<file path="config.mk">
export PLATFORM = sky130hd
export DESIGN_NAME = div_unit_flat
export DESIGN_NICKNAME = d
export VERILOG_FILES = /design/src/rtl/div_if.sv /design/src/rtl/div_unit.sv /design/src/flat_wrapper.sv
export SDC_FILE = /design/constraint.sdc
export NUM_CORES = 1
export LEC_CHECK = 0
export BUFFER_PORTS_ARGS = -buffer_cell sky130_fd_sc_hd__buf_2
export CORE_MARGIN = 4
export CORE_UTILIZATION = 30
export DETAILED_ROUTE_END_ITERATION = 8
export GPL_TIMING_DRIVEN = 0
export PLACE_DENSITY = 0.46
export SLEW_MARGIN = 30
export SYNTH_ARGS = -nofsm -noshare
export SYNTH_HDL_FRONTEND = slang
export SYNTH_SLANG_ARGS = --single-unit
</file>
<file path="constraint.sdc">
create_clock -name clk -period 7 [get_ports clk]
set_input_delay 0.7 -clock clk [delete_from_list [all_inputs] [get_ports clk]]
set_output_delay 0.7 -clock clk [all_outputs]
set_load 0.05 [all_outputs]
</file>
<file path="src/rtl/div_if.sv">
// rtl/div_if.sv - EX-stage request and HI/LO result bundle for the iterative divider
interface div_if #(
    parameter int WIDTH = 32
);
    logic             start;
    logic             signed_div;
    logic             cancel;
    logic [WIDTH-1:0] dividend;
    logic [WIDTH-1:0] divisor;
    logic             stall_o;
    logic             result_valid;
    logic [WIDTH-1:0] hi_o;
    logic [WIDTH-1:0] lo_o;

    modport master (
        output start, signed_div, cancel, dividend, divisor,
        input  stall_o, result_valid, hi_o, lo_o
    );

    modport slave (
        input  start, signed_div, cancel, dividend, divisor,
        output stall_o, result_valid, hi_o, lo_o
    );
endinterface

</file>
<file path="src/rtl/div_unit.sv">
// rtl/div_unit.sv - radix-2 restoring DIV/DIVU unit feeding the HI/LO registers
module div_unit #(
    parameter int WIDTH = 32
) (
    input  logic  clk,
    input  logic  rst,
    div_if.slave  bus
);
    localparam int CW = $clog2(WIDTH) + 1;

    localparam logic [1:0] S_IDLE = 2'd0;
    localparam logic [1:0] S_BUSY = 2'd1;
    localparam logic [1:0] S_DONE = 2'd2;

    logic [1:0]       state;
    logic [CW-1:0]    cnt;
    logic [WIDTH-1:0] rem;
    logic [WIDTH-1:0] quo;
    logic [WIDTH-1:0] dvs;
    logic             neg_q;
    logic             neg_r;
    logic [WIDTH-1:0] hi_q;
    logic [WIDTH-1:0] lo_q;

    logic             a_neg;
    logic             b_neg;
    logic [WIDTH-1:0] a_mag;
    logic [WIDTH-1:0] b_mag;
    logic [WIDTH:0]   trial;
    logic [WIDTH:0]   diff;
    logic [WIDTH-1:0] rem_nxt;
    logic [WIDTH-1:0] quo_nxt;
    logic             launch;
    logic             last_step;

    // operand sign/magnitude extraction; signs only matter for DIV
    always_comb begin
        a_neg = bus.signed_div & bus.dividend[WIDTH-1];
        b_neg = bus.signed_div & bus.divisor[WIDTH-1];
        a_mag = a_neg ? (~bus.dividend + 1'b1) : bus.dividend;
        b_mag = b_neg ? (~bus.divisor + 1'b1) : bus.divisor;
    end

    // one restoring step: shift in the next dividend bit, subtract if it fits
    always_comb begin
        trial = {rem, quo[WIDTH-1]};
        diff  = trial - {1'b0, dvs};
        if (!diff[WIDTH]) begin
            rem_nxt = diff[WIDTH-1:0];
            quo_nxt = {quo[WIDTH-2:0], 1'b1};
        end else begin
            rem_nxt = trial[WIDTH-1:0];
            quo_nxt = {quo[WIDTH-2:0], 1'b0};
        end
    end

    assign launch    = (state == S_IDLE) & bus.start & ~bus.cancel;
    assign last_step = (cnt == CW'(WIDTH - 1));

    // control FSM, iteration datapath and result registers
    always_ff @(posedge clk or negedge rst) begin
        if (!rst) begin
            state <= S_IDLE;
            cnt   <= '0;
            rem   <= '0;
            quo   <= '0;
            dvs   <= '0;
            neg_q <= 1'b0;
            neg_r <= 1'b0;
            hi_q  <= '0;
            lo_q  <= '0;
        end else begin
            case (state)
                S_IDLE: begin
                    if (launch) begin
                        rem   <= '0;
                        quo   <= a_mag;
                        dvs   <= b_mag;
                        neg_q <= a_neg ^ b_neg;
                        neg_r <= a_neg;
                        cnt   <= '0;
                        if (bus.divisor == '0) begin
                            // divide-by-zero: fixed result, raw dividend, no sign fixup
                            lo_q  <= '1;
                            hi_q  <= bus.dividend;
                            state <= S_DONE;
                        end else begin
                            state <= S_BUSY;
                        end
                    end
                end
                S_BUSY: begin
                    if (bus.cancel) begin
                        state <= S_IDLE;
                    end else begin
                        rem <= rem_nxt;
                        quo <= quo_nxt;
                        cnt <= cnt + 1'b1;
                        if (last_step) begin
                            lo_q  <= neg_q ? (~quo_nxt + 1'b1) : quo_nxt;
                            hi_q  <= neg_r ? (~rem_nxt + 1'b1) : rem_nxt;
                            state <= S_DONE;
                        end
                    end
                end
                S_DONE: begin
                    state <= S_IDLE;
                end
                default: begin
                    state <= S_IDLE;
                end
            endcase
        end
    end

    assign bus.stall_o      = (state == S_BUSY) | launch;
    assign bus.result_valid = (state == S_DONE) & ~bus.cancel;
    assign bus.hi_o         = hi_q;
    assign bus.lo_o         = lo_q;
endmodule

</file>
<file path="src/flat_wrapper.sv">
// flat-port wrapper written by rule: the top's interface ports become plain ports
module div_unit_flat 
#(
    parameter int WIDTH = 32
)
  (clk, rst, bus_start, bus_signed_div, bus_cancel, bus_dividend, bus_divisor, bus_stall_o, bus_result_valid, bus_hi_o, bus_lo_o);
  div_if #(.WIDTH(WIDTH)) bus_i ();
  input  logic clk;
  input  logic rst;
  input wire logic [$bits(bus_i.start)-1:0] bus_start;
  input wire logic [$bits(bus_i.signed_div)-1:0] bus_signed_div;
  input wire logic [$bits(bus_i.cancel)-1:0] bus_cancel;
  input wire logic [$bits(bus_i.dividend)-1:0] bus_dividend;
  input wire logic [$bits(bus_i.divisor)-1:0] bus_divisor;
  output wire logic [$bits(bus_i.stall_o)-1:0] bus_stall_o;
  output wire logic [$bits(bus_i.result_valid)-1:0] bus_result_valid;
  output wire logic [$bits(bus_i.hi_o)-1:0] bus_hi_o;
  output wire logic [$bits(bus_i.lo_o)-1:0] bus_lo_o;
  assign bus_i.start = bus_start;
  assign bus_i.signed_div = bus_signed_div;
  assign bus_i.cancel = bus_cancel;
  assign bus_i.dividend = bus_dividend;
  assign bus_i.divisor = bus_divisor;
  assign bus_stall_o = bus_i.stall_o;
  assign bus_result_valid = bus_i.result_valid;
  assign bus_hi_o = bus_i.hi_o;
  assign bus_lo_o = bus_i.lo_o;
  div_unit #(.WIDTH(WIDTH)) u_core (.clk(clk), .rst(rst), .bus(bus_i));
endmodule
</file>
==> results.toml, run 1 <==
[place]
routabilityCongestion = 0.873
placed_cells = 2198
hpwl_um = 34900
portBuffers = 134

[clock_network]
cts-buffers-inserted = 17
cts_hold_buf = 0
clkTransAtPathRegs_ns = 0.08
cts.sinks = 170
htreeDepth = 4
clk-insertion-delay-late_ns = 0.45
post_cts_buffers = 0
cts_tree = "yes"
clockBufferDepth = 2
cts_root_buf = "clkbuf_16"

[critical_path]
required_ns = 7.34
crit_top_cell = "nor3_1"
worstPathArrival_ns = 6.95
path_cells = "inv_1 -> ha_1 -> fa_1 -> nand2b_1 -> a211oi_2 -> o21ai_1 -> a211oi_2 -> nor4_1 -> nor3_2 -> inv_1 -> buf_4 -> buf_6 -> clkbuf_1 -> a21oi_1 -> ha_1 -> nand2_1 -> nor3_1 -> o211ai_1 -> or4_1 -> o31ai_1 -> nand3_1 -> nor3_1 -> mux2i_1 -> nor3_1"
reg2reg_depth = 24
slowest_delay_ns = 0.49
crit_fanout = 10
critPathSlowestCell = "or4_1"
worstSetupStartpointType = "flip-flop"
critPathKind = "flip-flop to flip-flop"
worstSetupEndpointType = "flip-flop"

[power]
p_leak_nw = 6.30
seqPwrFrac_pct = 37.4
p_int_w = 0.00198
swShare_pct = 38.9
ir_drop_mv = 0.123
pwr-share-clk_pct = 30.8
combPwrFrac_pct = 31.8
p_switching_w = 0.00126
power_density_nw_per_um2 = 228

[drt]
wl_per_cell_um = 19.8
ant_nets = 0
drcViolationCount = 0
drtIter0Drc = 860
wl_um = 44200
via_count = 11664
drtPass1Iterations = 5
via_per_inst = 5.23

[final_layout]
final_common_cell = "nand2_1"
drive_gt1_share_pct = 13.7
layout_common_cells = "nand2_1, dfrtp_1, o21ai_0"
antenna_cells = 0
area_growth_pct = 16.3
fin_cells = 2230
final_nets = 1799
seq_area_um2 = 4250
fin_util_pct = 35.5
multiInputGateArea_um2 = 7390
n_fill_cell = 4356

[sta]
min_period_ns = 6.61
fin_hold_ws_ns = 0.165
timing.final.crit_share_pct = 94.5
slew_violations = 0
finalHoldViolCount = 0
clock_skew_ns = 0.0138
fmax_ghz = 0.151
setup_tns_ns = 0
worstMarginPinSlew_ns = 0.939
grt_setup_unrepaired = "no"
setup-violations-final = 0
maxSlewHeadroom_pct = 37.4

[logic_synthesis]
syn_inst = 1537
yosysUniqueCellTypes = 83
synth_ff_type = "dfrtp_1"
async_reset_ff_share_pct = 100
synth_nets = 1644
ys_seq_area_share_pct = 34.9
ys_seq_elements = 170
synth_area_um2 = 12200
yosys_warnings = 0
syn_area_per_cell_um2 = 7.94
synth_edf_count = 0

[run_status]
outcome = "finished clean"

[global_route]
use_met1_pct = 26.7
use_met3_pct = 2.21
grt_overflow = 0
grt_max_degree = 69
busiest_layer = "met2"
grt_pass1_wl_um = 68300
grt_pass1_vias = 11491
antenna_found_initial = 0
grt_use_met2_pct = 33.9
grt_usage_pct = 19.8

[floorplan]
io_pins = 135
die-area_um2 = 44000
rows = 73
dieHeight_um = 210
start_util_pct = 30.5
die_w_um = 210
coreArea_um2 = 40000

[min_path]
hp-class = "input pin to async pin"

[flow_run]
max_cap_violations = 0
power by group through the flow:
stage / combinational (W) / clock [W] / sequential, W
after detailed placement: 0.00102 / 0 / 0.00123
after CTS: 0.00103 / 0.00101 / 0.00121
final: 0.00103 / 0.000996 / 0.00121
after floorplan: 0.000735 / 0 / 0.00118
after global placement: 0.00101 / 0 / 0.00123
after global routing: 0.00116 / 0.00105 / 0.00123
Yosys cell counts (3+ instances only):
| cell | count | area share, % |
|---|---|---|
| o21a_1 | 8 | 0.49 |
| nor2b_1 | 8 | 0.41 |
| dfrtp_1 | 170 | 35 |
| a21boi_0 | 3 | 0.18 |
| or4_1 | 20 | 1.2 |
| or3_1 | 28 | 1.4 |
| buf_2 | 19 | 0.78 |
| ha_1 | 37 | 3.8 |
| o211ai_1 | 8 | 0.49 |
| nand3_1 | 20 | 0.82 |
| o31ai_1 | 18 | 1.1 |
| a21o_1 | 16 | 0.98 |
| nor3_1 | 38 | 1.6 |
| nand4_1 | 9 | 0.46 |
| nor4_1 | 9 | 0.46 |
| a41oi_1 | 3 | 0.22 |
| and3_1 | 11 | 0.56 |
| nand2_1 | 221 | 6.8 |
| inv_1 | 52 | 1.6 |
| clkbuf_1 | 59 | 1.8 |
| a21oi_1 | 140 | 5.7 |
| mux2_2 | 6 | 0.55 |
| buf_1 | 4 | 0.12 |
| nand2b_1 | 10 | 0.51 |
| or2_2 | 10 | 0.51 |
| and2_1 | 13 | 0.67 |
| nand3b_1 | 3 | 0.18 |
| o41ai_1 | 10 | 0.72 |
| a211oi_1 | 10 | 0.62 |
| mux2i_1 | 25 | 2.1 |
| o21ai_0 | 168 | 6.9 |
| a22o_1 | 7 | 0.50 |
| o21ai_1 | 13 | 0.53 |
| xor2_1 | 66 | 4.7 |
| nor2_1 | 139 | 4.3 |
| nor3b_1 | 3 | 0.18 |
| xnor2_1 | 57 | 4.1 |
| nor4b_1 | 4 | 0.29 |
| o31a_1 | 5 | 0.36 |
| a31oi_1 | 34 | 1.7 |
| o21bai_1 | 3 | 0.18 |
layout make-up:
type	count	area share, %
clock inverters	14	1.06
plain buffers	86	2.57
well taps	525	4.63
clock buffers	18	3.09
flip-flops and latches	170	30.0
inverters	53	1.40
repair buffers	136	5.18
multi-input cells	1228	52.1
sequential cells by signal, summed over array words and instances (netlist names):
register and cells:
u_core.bus.hi_o 32, u_core.neg_q 1, u_core.bus.lo_o 32, u_core.rem 32
u_core.neg_r 1, u_core.cnt 6, u_core.state 2, u_core.dvs 32
u_core.quo 32
metal layers:
layer  vias to the layer above  share of wire [%]
met2                       262                 48
met3                        38                3.5
li1                       5788                  -
met1                      5576                 47
met5                         -                  0
met4                         0                1.7
stage by stage:
step | cell area, um2 | setup WS (ns) | total power, W
2_1_floorplan | 12200 | 1.92 | 0.00192
3_3_place_gp | 13500 | 0.359 | 0.00224
3_5_place_dp | 13600 | 0.344 | 0.00225
4_1_cts | 14200 | 0.313 | 0.00325
5_1_grt | 14200 | 0.0425 | 0.00344
6_report | 14200 | 0.388 | 0.00324
worst max-delay path, delay by kind of cell, from the launching register on:
| family | cells | cell delay [ns] |
|---|---|---|
| multiplexers | 1 | 0.25 |
| AO/OA/AOI/OAI | 6 | 1.87 |
| flip-flops | 1 | 0.40 |
| adder cells (fa/ha/maj) | 3 | 0.95 |
| buffers and inverters | 5 | 0.99 |
| AND/OR/NAND/NOR | 9 | 2.02 |
final timing paths:
| kind | startpoint | to | slack [ns] |
|---|---|---|---|
| worst min register to register | u_core.cnt[5] | u_core.cnt[5] | 0.47 |
| min in group clk | u_core.cnt[5] | u_core.cnt[5] | 0.47 |
| max in group asynchronous | rst | u_core.dvs[27] | 5.84 |
| worst max-delay path | u_core.quo[31] | u_core.bus.hi_o[30] | 0.39 |
| worst max register to register | u_core.quo[31] | u_core.bus.hi_o[30] | 0.39 |
| worst min-delay path | rst | u_core.bus.lo_o[6] | 0.17 |
kinds of logic after synthesis:
group	share of synthesized area, %
muxes	2.60
AOI/OAI and AO/OA	24.0
adders and majority gates	3.96
xor gates and xnor gates	8.83
buffers and inverters	4.60
DFF	34.9
and+or+nand+nor	21.1
timing repair:
action | 4_1_cts | 5_1_grt
resized for setup | 0 | 1
endpoints found under the setup margin | 0 | 2
endpoints found under the hold margin | 0 | 0
(Power assumes the default switching activity.)
==> run 2, diff against run 1 <==
--- a/config.mk
+++ b/config.mk
@@ -8,8 +8,8 @@
 export BUFFER_PORTS_ARGS = -buffer_cell sky130_fd_sc_hd__buf_2
 export CORE_MARGIN = 4
-export CORE_UTILIZATION = 30
+export CORE_UTILIZATION = 60
 export DETAILED_ROUTE_END_ITERATION = 8
 export GPL_TIMING_DRIVEN = 0
-export PLACE_DENSITY = 0.46
+export PLACE_DENSITY = 0.81
 export SLEW_MARGIN = 30
 export SYNTH_ARGS = -nofsm -noshare
==> constraint.sdc (replaced) <==
create_clock -name clk -period 7.6 [get_ports clk]
set_input_delay 0.76 -clock clk [delete_from_list [all_inputs] [get_ports clk]]
set_output_delay 0.76 -clock clk [all_outputs]
set_load 0.1 [all_outputs]
==> run 2 against run 1 <==
  * Clock power is 10% lower
  * Clock skew is 0.0028 ns higher
  * Sequential power is 8% lower
  * Wire length is 15% lower
  * Largest cell class unchanged
  * Combinational power is 9% lower
  * Sequential cell count stayed put
  * Maximum frequency is 2.1% lower
  * Critical path depth stayed put
  * Global-route usage is 13 points higher
  * Non-clock buffer count stayed put
==> results.toml, run 2 (synthesized netlist as in run 1, its figures left out) <==
[sta]
setup-violations-final = 0
min_period_ns = 6.76
fin_hold_ws_ns = 0.218
worstMarginPinSlew_ns = 1.02
slew_violations = 0
setup_tns_ns = 0
timing.final.crit_share_pct = 88.9
maxSlewHeadroom_pct = 32.2
fmax_ghz = 0.148
clock_skew_ns = 0.0165
grt_setup_unrepaired = "no"
finalHoldViolCount = 0

[critical_path]
slowest_delay_ns = 0.50
path_cells = "inv_1 -> ha_1 -> fa_1 -> nand2b_1 -> a211oi_2 -> o21ai_1 -> a211oi_2 -> a21o_1 -> nor3_2 -> inv_1 -> buf_4 -> buf_2 -> buf_1 -> nor2_1 -> a21oi_1 -> ha_1 -> nand2_1 -> nor3_1 -> o211ai_1 -> or4_1 -> o31ai_1 -> nand3_1 -> or4_1 -> a41oi_1"
worstSetupStartpointType = "flip-flop"
critPathSlowestCell = "buf_1"
critPathKind = "flip-flop to flip-flop"
crit_fanout = 10
r2r_setup_slack_ns = 0.84
worstSetupEndpointType = "flip-flop"
required_ns = 7.97
worstPathArrival_ns = 7.12

[drt]
via_count = 12267
drcViolationCount = 0
ant_nets = 0
drtIter0Drc = 1174
wl_per_cell_um = 19.1
via_per_inst = 6.22
drtPass1Iterations = 8
wl_um = 37700

[global_route]
grt_max_degree = 62
grt_pass1_wl_um = 59000
grt_usage_pct = 33.0
grt_overflow = 0
antenna_found_initial = 1
grt_pass1_vias = 11563

[clock_network]
cts_resized = 0
cts-buffers-inserted = 17
cts_root_buf = "clkbuf_16"
clockBufferDepth = 2
htreeDepth = 4
post_cts_buffers = 0
clkTransAtPathRegs_ns = 0.08
cts.sinks = 170
cts_tree = "yes"
cts_hold_buf = 0
clk-insertion-delay-late_ns = 0.45

[floorplan]
rows = 51
start_util_pct = 61.9
coreArea_um2 = 19700
dieHeight_um = 151
io_pins = 135
die-area_um2 = 22700
die_w_um = 151

[final_layout]
area_growth_pct = 13.6
drive_gt1_share_pct = 13.5
final_common_cell = "nand2_1"
final_nets = 1799
layout_common_cells = "nand2_1, dfrtp_1, o21ai_0"

[power]
p_leak_nw = 6.29
power_density_nw_per_um2 = 212
ir_drop_mv = 0.169

[flow_run]
max_cap_violations = 0

[place]
portBuffers = 134
routabilityCongestion = 0.962
hpwl_um = 29400

[min_path]
hp-class = "input pin to async pin"

[run_status]
outcome = "finished clean"
==> run 2: worst paths after layout <==
check                                from                   to  cells past startpoint
max in group asynchronous             rst       u_core.rem[27]                      3
hold reg to reg             u_core.cnt[5]        u_core.cnt[5]                      1
hold / removal                        rst   u_core.bus.lo_o[7]                      1
min in group clk            u_core.cnt[5]        u_core.cnt[5]                      1
setup reg to reg           u_core.quo[31]  u_core.bus.hi_o[28]                     24
setup / recovery           u_core.quo[31]  u_core.bus.hi_o[28]                     24
==> run 2: layout make-up <==
| cell class | instances | area [um2] |
|---|---|---|
| fill | 1634 | 5850 |
| multi-input combinational | 1228 | 7390 |
| clock inverter | 14 | 151 |
| clock buffer | 18 | 439 |
| antenna | 1 | 2.50 |
| sequential | 170 | 4250 |
| buffer | 86 | 363 |
| inverter | 53 | 199 |
| tap | 265 | 332 |
| timing repair buffer | 136 | 736 |
==> run 2: through the flow <==
stage | cell area [um2] | std cells | setup WS, ns | util (%) | total power (W)
after floorplan | 12200 | 1537 | 2.52 | - | 0.00177
after global placement | 13200 | 1936 | 1.12 | 67.0 | 0.00201
after detailed placement | 13300 | 1938 | 1.09 | 67.3 | 0.00204
after CTS | 13900 | 1970 | 1.04 | 70.3 | 0.00292
after global routing | 13900 | 1971 | 0.473 | 70.3 | 0.00309
final | 13900 | 1971 | 0.845 | 70.3 | 0.00294
==> run 2: critical path, delay by kind of cell (launching register included) <==
| family | cells | cell delay, ns |
|---|---|---|
| compound gates | 8 | 2.24 |
| simple gates | 8 | 1.80 |
| buf+inv | 5 | 1.27 |
| fa+ha+maj | 3 | 0.95 |
| flops | 1 | 0.42 |
==> run 2: report_power, final <==
group,internal (W),total [W],switching (W)
logic,0.000347,0.000937,0.000590
clock network,0.000474,0.000894,0.000420
registers,0.000997,0.00111,0.000114
==> run 2: per-layer routing <==
metal	global-route usage, %	up-vias	wire length (um)
li1	-	5788	-
met1	41.6	5713	15000
met2	55.8	650	17800
met3	4.82	116	3020
met4	15.8	0	1850
met5	0	-	0
